### src/rtl/uc_arbiter_pkg.sv
// uc_arbiter_pkg: literal type, queue entry and defaults shared by the unit-clause arbiter
package uc_arbiter_pkg;
  localparam int LIT_W = 16;
  localparam int DEF_NUM_PE = 4;
  localparam int DEF_UCQ_DEPTH = 16;
  typedef logic signed [LIT_W-1:0] lit_t;
  typedef struct packed {
    lit_t lit;
    logic valid;
  } ucq_entry_t;
  function automatic lit_t lit_neg(lit_t l);
    return -l;
  endfunction
endpackage

### src/rtl/ucq_fifo.sv
// ucq_fifo: literal FIFO with read pointer plus count, clear, and an entry view under UCARB_DEDUP_EN
module ucq_fifo import uc_arbiter_pkg::*; #(
  parameter int DEPTH = DEF_UCQ_DEPTH,
  localparam int AW = $clog2(DEPTH)
) (
  input  logic        clk,
  input  logic        rst_n,
  input  logic        clr,
  input  logic        push,
  input  lit_t        din,
  input  logic        pop,
  output lit_t        head,
  output logic        full,
  output logic        empty,
  output logic [AW:0] count
`ifdef UCARB_DEDUP_EN
  , output ucq_entry_t entries [DEPTH]
`endif
);
  lit_t r_mem [DEPTH];
  logic [AW-1:0] r_rd;
  logic [AW:0] r_cnt;
  logic w_push, w_pop;
  logic [AW-1:0] w_wr;
  assign full = r_cnt == (AW+1)'(DEPTH);
  assign empty = r_cnt == '0;
  assign count = r_cnt;
  assign head = empty ? '0 : r_mem[r_rd];
  assign w_push = push && (!full || pop);
  assign w_pop = pop && !empty;
  assign w_wr = r_rd + r_cnt[AW-1:0];
  always_ff @(posedge clk or negedge rst_n)
    if (!rst_n) begin
      r_rd <= '0;
      r_cnt <= '0;
    end else if (clr) begin
      r_rd <= '0;
      r_cnt <= '0;
    end else begin
      if (w_pop) r_rd <= r_rd + AW'(1);
      r_cnt <= r_cnt + (AW+1)'(w_push) - (AW+1)'(w_pop);
    end
  always_ff @(posedge clk)
    if (w_push && !clr) r_mem[w_wr] <= din;
`ifdef UCARB_DEDUP_EN
  always_comb
    for (int i = 0; i < DEPTH; i++) begin
      entries[i].lit = r_mem[i];
      entries[i].valid = {1'b0, AW'(i) - r_rd} < r_cnt;
    end
`endif
endmodule

### src/rtl/uc_arbiter.sv
// uc_arbiter: round-robin unit-clause arbiter feeding a broadcast FIFO; UCARB_DEDUP_EN drops repeats and flags contradictions
module uc_arbiter import uc_arbiter_pkg::*; #(
  parameter int NUM_PE = DEF_NUM_PE,
  parameter int UCQ_DEPTH = DEF_UCQ_DEPTH,
  localparam int CW = $clog2(UCQ_DEPTH) + 1,
  localparam int RW = NUM_PE > 1 ? $clog2(NUM_PE) : 1
) (
  input  logic              clk,
  input  logic              rst_n,
  input  logic [NUM_PE-1:0] pe_imply_valid,
  input  lit_t              pe_imply_lit [NUM_PE],
  input  logic [NUM_PE-1:0] pe_conflict,
  output logic [NUM_PE-1:0] pe_imply_ready,
  input  lit_t              dec_lit,
  input  logic              dec_valid,
  output logic              dec_ready,
  output lit_t              ucarb2bcp_newLit,
  output logic              ucarb2bcp_newLitValid,
  input  logic [NUM_PE-1:0] bcp2ucarb_newLitAccept,
  input  logic              flush,
  output logic              conflict_o,
  output logic [CW-1:0]     ucq_count
);
  logic [NUM_PE-1:0] r_pend_valid;
  lit_t r_pend_lit [NUM_PE];
  logic [RW-1:0] r_rr;
  logic r_conflict;
  logic [NUM_PE-1:0] w_cap;
  logic [RW-1:0] w_win, w_idx, w_rr_next;
  logic w_full, w_empty, w_pop, w_room, w_any, w_grant, w_dec_take, w_cand_valid;
  logic w_dup, w_neg, w_conf_in, w_clr, w_push;
  lit_t w_cand, w_head;
`ifdef UCARB_DEDUP_EN
  ucq_entry_t w_entries [UCQ_DEPTH];
`endif
  // scan downward so the slot closest to the RR pointer is the last (winning) assignment
  always_comb begin
    w_win = '0;
    w_idx = '0;
    w_any = 1'b0;
    for (int k = NUM_PE - 1; k >= 0; k--) begin
      w_idx = RW'((int'(r_rr) + k) % NUM_PE);
      if (r_pend_valid[w_idx]) begin
        w_win = w_idx;
        w_any = 1'b1;
      end
    end
  end
  always_comb
    for (int i = 0; i < NUM_PE; i++)
      w_cap[i] = pe_imply_valid[i] && pe_imply_ready[i] && pe_imply_lit[i] != '0;
  assign w_rr_next = (w_win == RW'(NUM_PE - 1)) ? '0 : w_win + RW'(1);
  assign w_pop = ucarb2bcp_newLitValid && &bcp2ucarb_newLitAccept;
  assign w_room = !w_full || w_pop;
  assign w_grant = w_any && w_room && !r_conflict;
  assign dec_ready = rst_n && !w_any && !w_full && !r_conflict;
  assign w_dec_take = dec_valid && dec_ready && dec_lit != '0;
  assign w_cand = w_any ? r_pend_lit[w_win] : dec_lit;
  assign w_cand_valid = w_grant || w_dec_take;
`ifdef UCARB_DEDUP_EN
  always_comb begin
    w_dup = 1'b0;
    w_neg = 1'b0;
    for (int i = 0; i < UCQ_DEPTH; i++) begin
      w_dup = w_dup || (w_entries[i].valid && w_entries[i].lit == w_cand);
      w_neg = w_neg || (w_entries[i].valid && w_entries[i].lit == lit_neg(w_cand));
    end
  end
`else
  assign w_dup = 1'b0;
  assign w_neg = 1'b0;
`endif
  assign w_conf_in = |pe_conflict || (w_cand_valid && w_neg);
  assign w_clr = flush || r_conflict || w_conf_in;
  assign w_push = w_cand_valid && !w_dup && !w_neg;
  assign pe_imply_ready = ~r_pend_valid & {NUM_PE{!r_conflict}};
  assign ucarb2bcp_newLitValid = !w_empty && !r_conflict;
  assign ucarb2bcp_newLit = w_head;
  assign conflict_o = r_conflict;
  always_ff @(posedge clk or negedge rst_n)
    if (!rst_n) begin
      r_pend_valid <= '0;
      r_rr <= '0;
      r_conflict <= 1'b0;
    end else begin
      r_conflict <= !flush && (r_conflict || w_conf_in);
      r_rr <= flush ? '0 : w_grant ? w_rr_next : r_rr;
      for (int i = 0; i < NUM_PE; i++)
        r_pend_valid[i] <= w_clr ? 1'b0 : (w_grant && w_win == RW'(i)) ? 1'b0 : w_cap[i] || r_pend_valid[i];
    end
  always_ff @(posedge clk)
    for (int i = 0; i < NUM_PE; i++)
      if (w_cap[i]) r_pend_lit[i] <= pe_imply_lit[i];
  ucq_fifo #(.DEPTH(UCQ_DEPTH)) u_fifo (
    .clk(clk),
    .rst_n(rst_n),
    .clr(w_clr),
    .push(w_push),
    .din(w_cand),
    .pop(w_pop),
    .head(w_head),
    .full(w_full),
    .empty(w_empty),
    .count(ucq_count)
`ifdef UCARB_DEDUP_EN
    , .entries(w_entries)
`endif
  );
endmodule

### config.mk
export PLATFORM = sky130hd
export DESIGN_NAME = uc_arbiter
export DESIGN_NICKNAME = d
export VERILOG_FILES = /design/src/rtl/uc_arbiter_pkg.sv /design/src/rtl/ucq_fifo.sv /design/src/rtl/uc_arbiter.sv
export SDC_FILE = /design/constraint.sdc
export NUM_CORES = 1
export LEC_CHECK = 0
export CORE_MARGIN = 2
export CORE_UTILIZATION = 44
export CTS_CLUSTER_DIAMETER = 40
export DETAILED_ROUTE_END_ITERATION = 10
export GPL_TIMING_DRIVEN = 0
export PLACE_DENSITY = 0.7
export RECOVER_POWER = 50
export SKIP_LAST_GASP = 1
export SYNTH_ARGS = -nofsm -noshare
export SYNTH_HDL_FRONTEND = slang
export SYNTH_HIERARCHICAL = 1
export SYNTH_SLANG_ARGS = --single-unit
### constraint.sdc
create_clock -name clk -period 3.8 [get_ports clk]
set_clock_uncertainty 0.1 [all_clocks]
set_input_delay 1.14 -clock clk [delete_from_list [all_inputs] [get_ports clk]]
set_output_delay 1.14 -clock clk [all_outputs]
set_load 0.03 [all_outputs]
Word-level counts from Yosys, hierarchy flattened

Memories as Yosys holds them, arrays and structs flattened.
Index checks and enable logic that the tools add are counted.

Bits in registers: 16
Memories kept: 2
RAM bits: 320
Latch bits: 0
Memory bits (read-only): 0
Bits of input ports: 96

Equality and inequality tests: 4
Divide/modulo/power cells: 0
Mux-type cells: 42
Reduce and logical (&&, ||, !) cells: 51
Bitwise logic cells: 2
Multipliers: 0
$lt $le $gt $ge: 4
Shift operators: 0
$add $sub $neg: 8

Memory list:

| name         | words | bits a word | rd ports | clocked after Yosys merged registers in | wr ports | RTL line         | RTL |
|---|---|---|---|---|---|---|---|
| u_fifo.r_mem | 16    | 16          | 1        | 0                                       | 1        | ucq_fifo.sv:20   | `lit_t r_mem [DEPTH];` |
| r_pend_lit   | 4     | 16          | 1        | 0                                       | 4        | uc_arbiter.sv:25 | `lit_t r_pend_lit [NUM_PE];` |

Operators by type and width:

| cell                | count |
|---|---|
| $reduce_bool 16->1  | 5 |
| $mux 16             | 2 |
| $mux 1              | 26 |
| $logic_and 1x1->1   | 25 |
| $mux 2              | 7 |
| $lt 2x3->1 const B  | 4 |
| $logic_or 1x1->1    | 9 |
| $bmux 1 s2          | 4 |
| $mux 4              | 2 |
| $logic_not 1->1     | 6 |
| $add 5x1->5         | 1 |
| $eq 5x5->1 const B  | 1 |
| $logic_not 5->1     | 1 |
| $mux 5              | 1 |
| $sub 5x1->5         | 1 |
| $add 2x1->2 const B | 2 |
| $add 2x2->2 const B | 2 |
| $add 4x1->4 const B | 1 |
| $add 4x4->4         | 1 |
| $and 4x4->4         | 1 |
| $eq 2x2->1 const B  | 2 |
| $not 4->4           | 1 |
| $reduce_and 4->1    | 1 |
| $reduce_bool 2->1   | 2 |
| 3 further kinds     | 3 |

Logic depth before layout (Yosys ltp)

Depth in word-level cells: 18
Mapped depth: 19
Depth with buffers taken out: 18

By module

The synthesis kept the hierarchy.

Modules (own cells, without submodules):

| module     | cells each | instances | area each (sq um) |
|---|---|---|---|
| ucq_fifo   | 524        | 1         | 10585.2 |
| uc_arbiter | 230        | 1         | 3245.6 |

Worst setup path before layout

No wires, ideal clock.

Path type: input -> register
From: input port rst_n
To: register u_fifo.r_cnt[4] (netlist: u_fifo/count[4])
Arrival: 4.069 ns
Buffers on the path: 0
Slack: -0.504 ns
Required time: 3.565 ns
Stages: 13
Path through: nor4b_1 a31o_2 o21a_1 inv_1 ha_1 inv_1 ha_1 inv_1 fa_1 nor2b_1 o21bai_1 a21oi_1 nor3b_1

Longest elaborated chain between the ends: 10

Ends and longest elaborated chain:

| item                           | RTL line         | RTL |
|---|---|---|
| start, declared                | uc_arbiter.sv:9  | `input logic rst_n,` |
| $logic_and 1x1->1 (3 in a row) | uc_arbiter.sv:56 | `assign dec_ready = rst_n && !w_any && !w_full && !r_conflict;` |
| $logic_and 1x1->1 (2 in a row) | uc_arbiter.sv:57 | `assign w_dec_take = dec_valid && dec_ready && dec_lit != '0;` |
| $logic_or 1x1->1               | uc_arbiter.sv:59 | `assign w_cand_valid = w_grant \|\| w_dec_take;` |
| named net w_cand_valid         | uc_arbiter.sv:30 | `logic w_full, w_empty, w_pop, w_room, w_any, w_grant, w_dec_take, w_cand_valid;` |
| $logic_and 1x1->1              | ucq_fifo.sv:29   | `assign w_push = push && (!full \|\| pop);` |
| $add 5x1->5                    | ucq_fifo.sv:41   | `r_cnt <= r_cnt + (AW+1)'(w_push) - (AW+1)'(w_pop);` |
| $sub 5x1->5                    | ucq_fifo.sv:41   |  |
| $mux 5                         | ucq_fifo.sv:36   | `end else if (clr) begin` |
| end signal, assigned           | ucq_fifo.sv:41   |  |
| end, declared                  | ucq_fifo.sv:22   | `logic [AW:0] r_cnt;` |

The timed path passes the listed nets, and every way through them passes these cells.
A chain may end at the register's enable or synchronous reset.

Final worst setup path

From: register u_fifo.r_cnt[3] (netlist: u_fifo/count[3])
To: output port ucarb2bcp_newLit[9]

Longest elaborated chain between the ends: 2

Ends and longest elaborated chain:

| item              | RTL line         | RTL |
|---|---|---|
| $logic_not 5->1   | ucq_fifo.sv:26   | `assign empty = r_cnt == '0;` |
| named net w_empty | uc_arbiter.sv:30 |  |
| $mux 16           | ucq_fifo.sv:28   | `assign head = empty ? '0 : r_mem[r_rd];` |
| end, declared     | uc_arbiter.sv:17 | `output lit_t ucarb2bcp_newLit,` |

The timed path passes the listed nets, and every way through them passes these cells.

==> results.toml <==
[pwr]
power_frac_comb = 0.034
power_frac_seq = 0.519
pwr-share-clk = 0.447
vdd_drop_max_v = 0.000267
power_w = 0.00793
p_sw_frac = 0.204
p_switching_w = 0.00162
p_leak_nw = 6.23
p_int_w = 0.00632
power_density_nw_per_um2 = 447

[floorplanning]
chipWidth_um = 181
rows = 64
die_y_um = 181
start_util = 0.450
core_region_area_um2 = 30700
num_io_pins = 124
die_area_um2 = 32900

[drt]
firstDrtPassIters = 4
vias = 7757
wl_per_cell_um = 22.6
ant_nets = 0
drtIter0Drc = 595
via_per_inst = 5.56
routed_wl_um = 31500
drc = 0

[clock_tree]
clk-insertion-delay-late_ns = 0.52
ctsRootBufferMaster = "clkbuf_16"
cts.clk_slew.worst_paths_ns = 0.05
cts_hold_buf = 0
cts_tree = "yes"
numCtsBuffers = 39
htreeDepth = 2
cts.sinks = 336
cts_buffer_depth = 3

[timing]
max_freq_mhz = 265
hold_violations = 0
tightest_slew_ns = 1.09
setup_viol = 0
drv_slew = 0
holdWs_ns = 0.384
finalCritPeriodShare = 0.991
slew_headroom = 0.273
grt_setup_unrepaired = "yes"
fin_crit_ns = 3.77

[place]
dpl.hpwl_um = 21900
post_dp_cell_area_um2 = 16000
place.port_buffers = 123
place_congestion = 0.822

[synthesis]
yosys.cell_types.count = 51
netlist.area_leader.share = 0.695
synthCells = 754
yosysSeqAreaShare = 0.724
synth_edf_count = 320
synth_warnings = 6
synthesis.nets = 866
synth_common_cells = "320 x edfxtp_1, 64 x mux4_2, 60 x nor2_1"
yosys.area.top_type = "edfxtp_1"
syn_avg_cell_area_um2 = 18.3
async_flop_share = 0.0476
syn_area_um2 = 13800
yosysMostFrequentCell = "edfxtp_1"
ys_seq_elements = 336
synthFlopType = "edfxtp_1"
ys_top_cells_by_area = "edfxtp_1 69%, mux4_2 10%, dfrtp_1 2.9%"

[min_path]
hold_class = "in2async"

[setup_path]
required_ns = 2.56
path_class = "reg2out"
critPathLaunchType = "register"
cp.arrival_ns = 2.53
ff2ff_path_depth = 10
critPathCaptureType = "primary output"
cp_max_fo = 8

[global_routing]
antenna_found_initial = 0
grt_max_degree = 18
grt_pass1_vias = 8207
overflow = 0
grt_use_total = 0.193
grt_pass1_wl_um = 47900

[layout]
syn_to_final_growth_pct = 28.5
diodes = 0
fin_nets = 1080
drive_above_1_share = 0.295
postLayoutCoreUtil = 0.578
final_area_um2 = 17800

[outcome]
status = "finished, final reports clean"

[job]
drv_cap = 0
-- area by class of cell --
cell class / count / area [µm²]
Clock inverter: 25 / 220
Clock buffer: 46 / 1020
Multi-Input combinational cell: 337 / 3810
Fill cell: 2309 / 13000
Timing Repair Buffer: 174 / 1740
Buffer: 33 / 273
Inverter: 47 / 189
Tap cell: 396 / 495
Sequential cell: 336 / 10000
-- final timing paths --
kind | start | end | slack, ns
worst max-delay path | u_fifo/count[3] | ucarb2bcp_newLit[9] | 0.03
worst min-delay path | rst_n | r_rr[1] | 0.38
worst max register to register | r_pend_valid[0] | u_fifo/r_mem[9][1] | 0.13
worst min register to register | r_rr[0] | r_rr[0] | 0.52
max in group asynchronous | rst_n | u_fifo/count[3] | 3.00
min in group clk | r_rr[0] | r_rr[0] | 0.52
-- state kept, by name, summed over array words and instances, names as in the netlist --
name	flops
u_fifo/r_mem	256
r_rr	2
r_pend_valid	4
r_pend_lit	64
u_fifo/count	5
u_fifo/r_rd	4
conflict_o	1
-- metrics by stage --
| step | setup WS [ns] | setup TNS (ns) | cells |
|---|---|---|---|
| detailed placement | -0.904 | -151.08 | 1300 |
| finish | 0.0325 | 0 | 1394 |
| floorplan | -0.00783 | -0.251 | 754 |
| CTS | -0.0553 | -0.0951 | 1388 |
| global placement | -1.43 | -323.82 | 1273 |
| global route | -0.112 | -1.43 | 1394 |
-- power by group through the flow --
stage / logic (W) / registers (W) / clock network [W]
6_report: 0.000270 / 0.00411 / 0.00355
3_5_place_dp: 0.000282 / 0.00419 / 0
2_1_floorplan: 0.0000838 / 0.00419 / 0
3_3_place_gp: 0.000256 / 0.00419 / 0
4_1_cts: 0.000284 / 0.00411 / 0.00361
5_1_grt: 0.000291 / 0.00411 / 0.00375
-- critical path: stages, from the launching register on --
cell	delay (ns)
dfrtp_2	0.42
inv_4	0.07
ha_4	0.13
or4b_4	0.50
buf_4	0.17
inv_4	0.08
nor2_4	0.07
buf_6	0.17
nand2_1	0.12
o221ai_4	0.11
buf_6	0.15
-- cells by family (layout without fill, tap and decap cells) --
kind of cell / after synthesis / in the layout / synth area share
muxes: 115 / 115 / 0.143
AOI/OAI and AO/OA: 57 / 57 / 0.0328
DFF: 336 / 336 / 0.724
xor gates and xnor gates: 9 / 9 / 0.00570
and+or+nand+nor: 140 / 140 / 0.0508
buffers and inverters: 81 / 325 / 0.0288
adders and majority gates: 16 / 16 / 0.0156
-- what timing repair did --
action / CTS / global route
endpoints found under the setup margin: 149 / 63
cloned: 1 / 1
buffers inserted: 16 / 6
pin swaps: 7 / 8
resized for setup: 189 / 30
endpoints found under the hold margin: 0 / 0
-- cell usage in the layout, fill, tap and decap left out, drive strengths merged, types with 2 or more instances in the layout --
cell	count
o221ai	17
clkinvlp	2
dlymetal6s2s	2
xor2	6
nand3b	2
mux4	64
nor4b	3
edfxtp	320
nand2	19
xnor2	3
nand3	7
nor4	21
buf	85
mux2	16
dfrtp	16
nor3	3
nand4	6
dlygate4sd3	64
nor2	60
a221oi	15
a21o	3
nor3b	2
fa	2
ha	14
o21ai	2
a21oi	7
clkinv	15
clkbuf	62
and3	5
nor2b	4
inv	53
mux2i	35
bufinv	2
a211oi	6
clkdlybuf4s50	39
-- layer usage --
metal | track usage | share of wire
met3 | 0.0331 | 0.051
met2 | 0.340 | 0.52
met1 | 0.244 | 0.41
met4 | 0.0650 | 0.025
met5 | 0 | 0
Power figures use the tool's default switching activity.
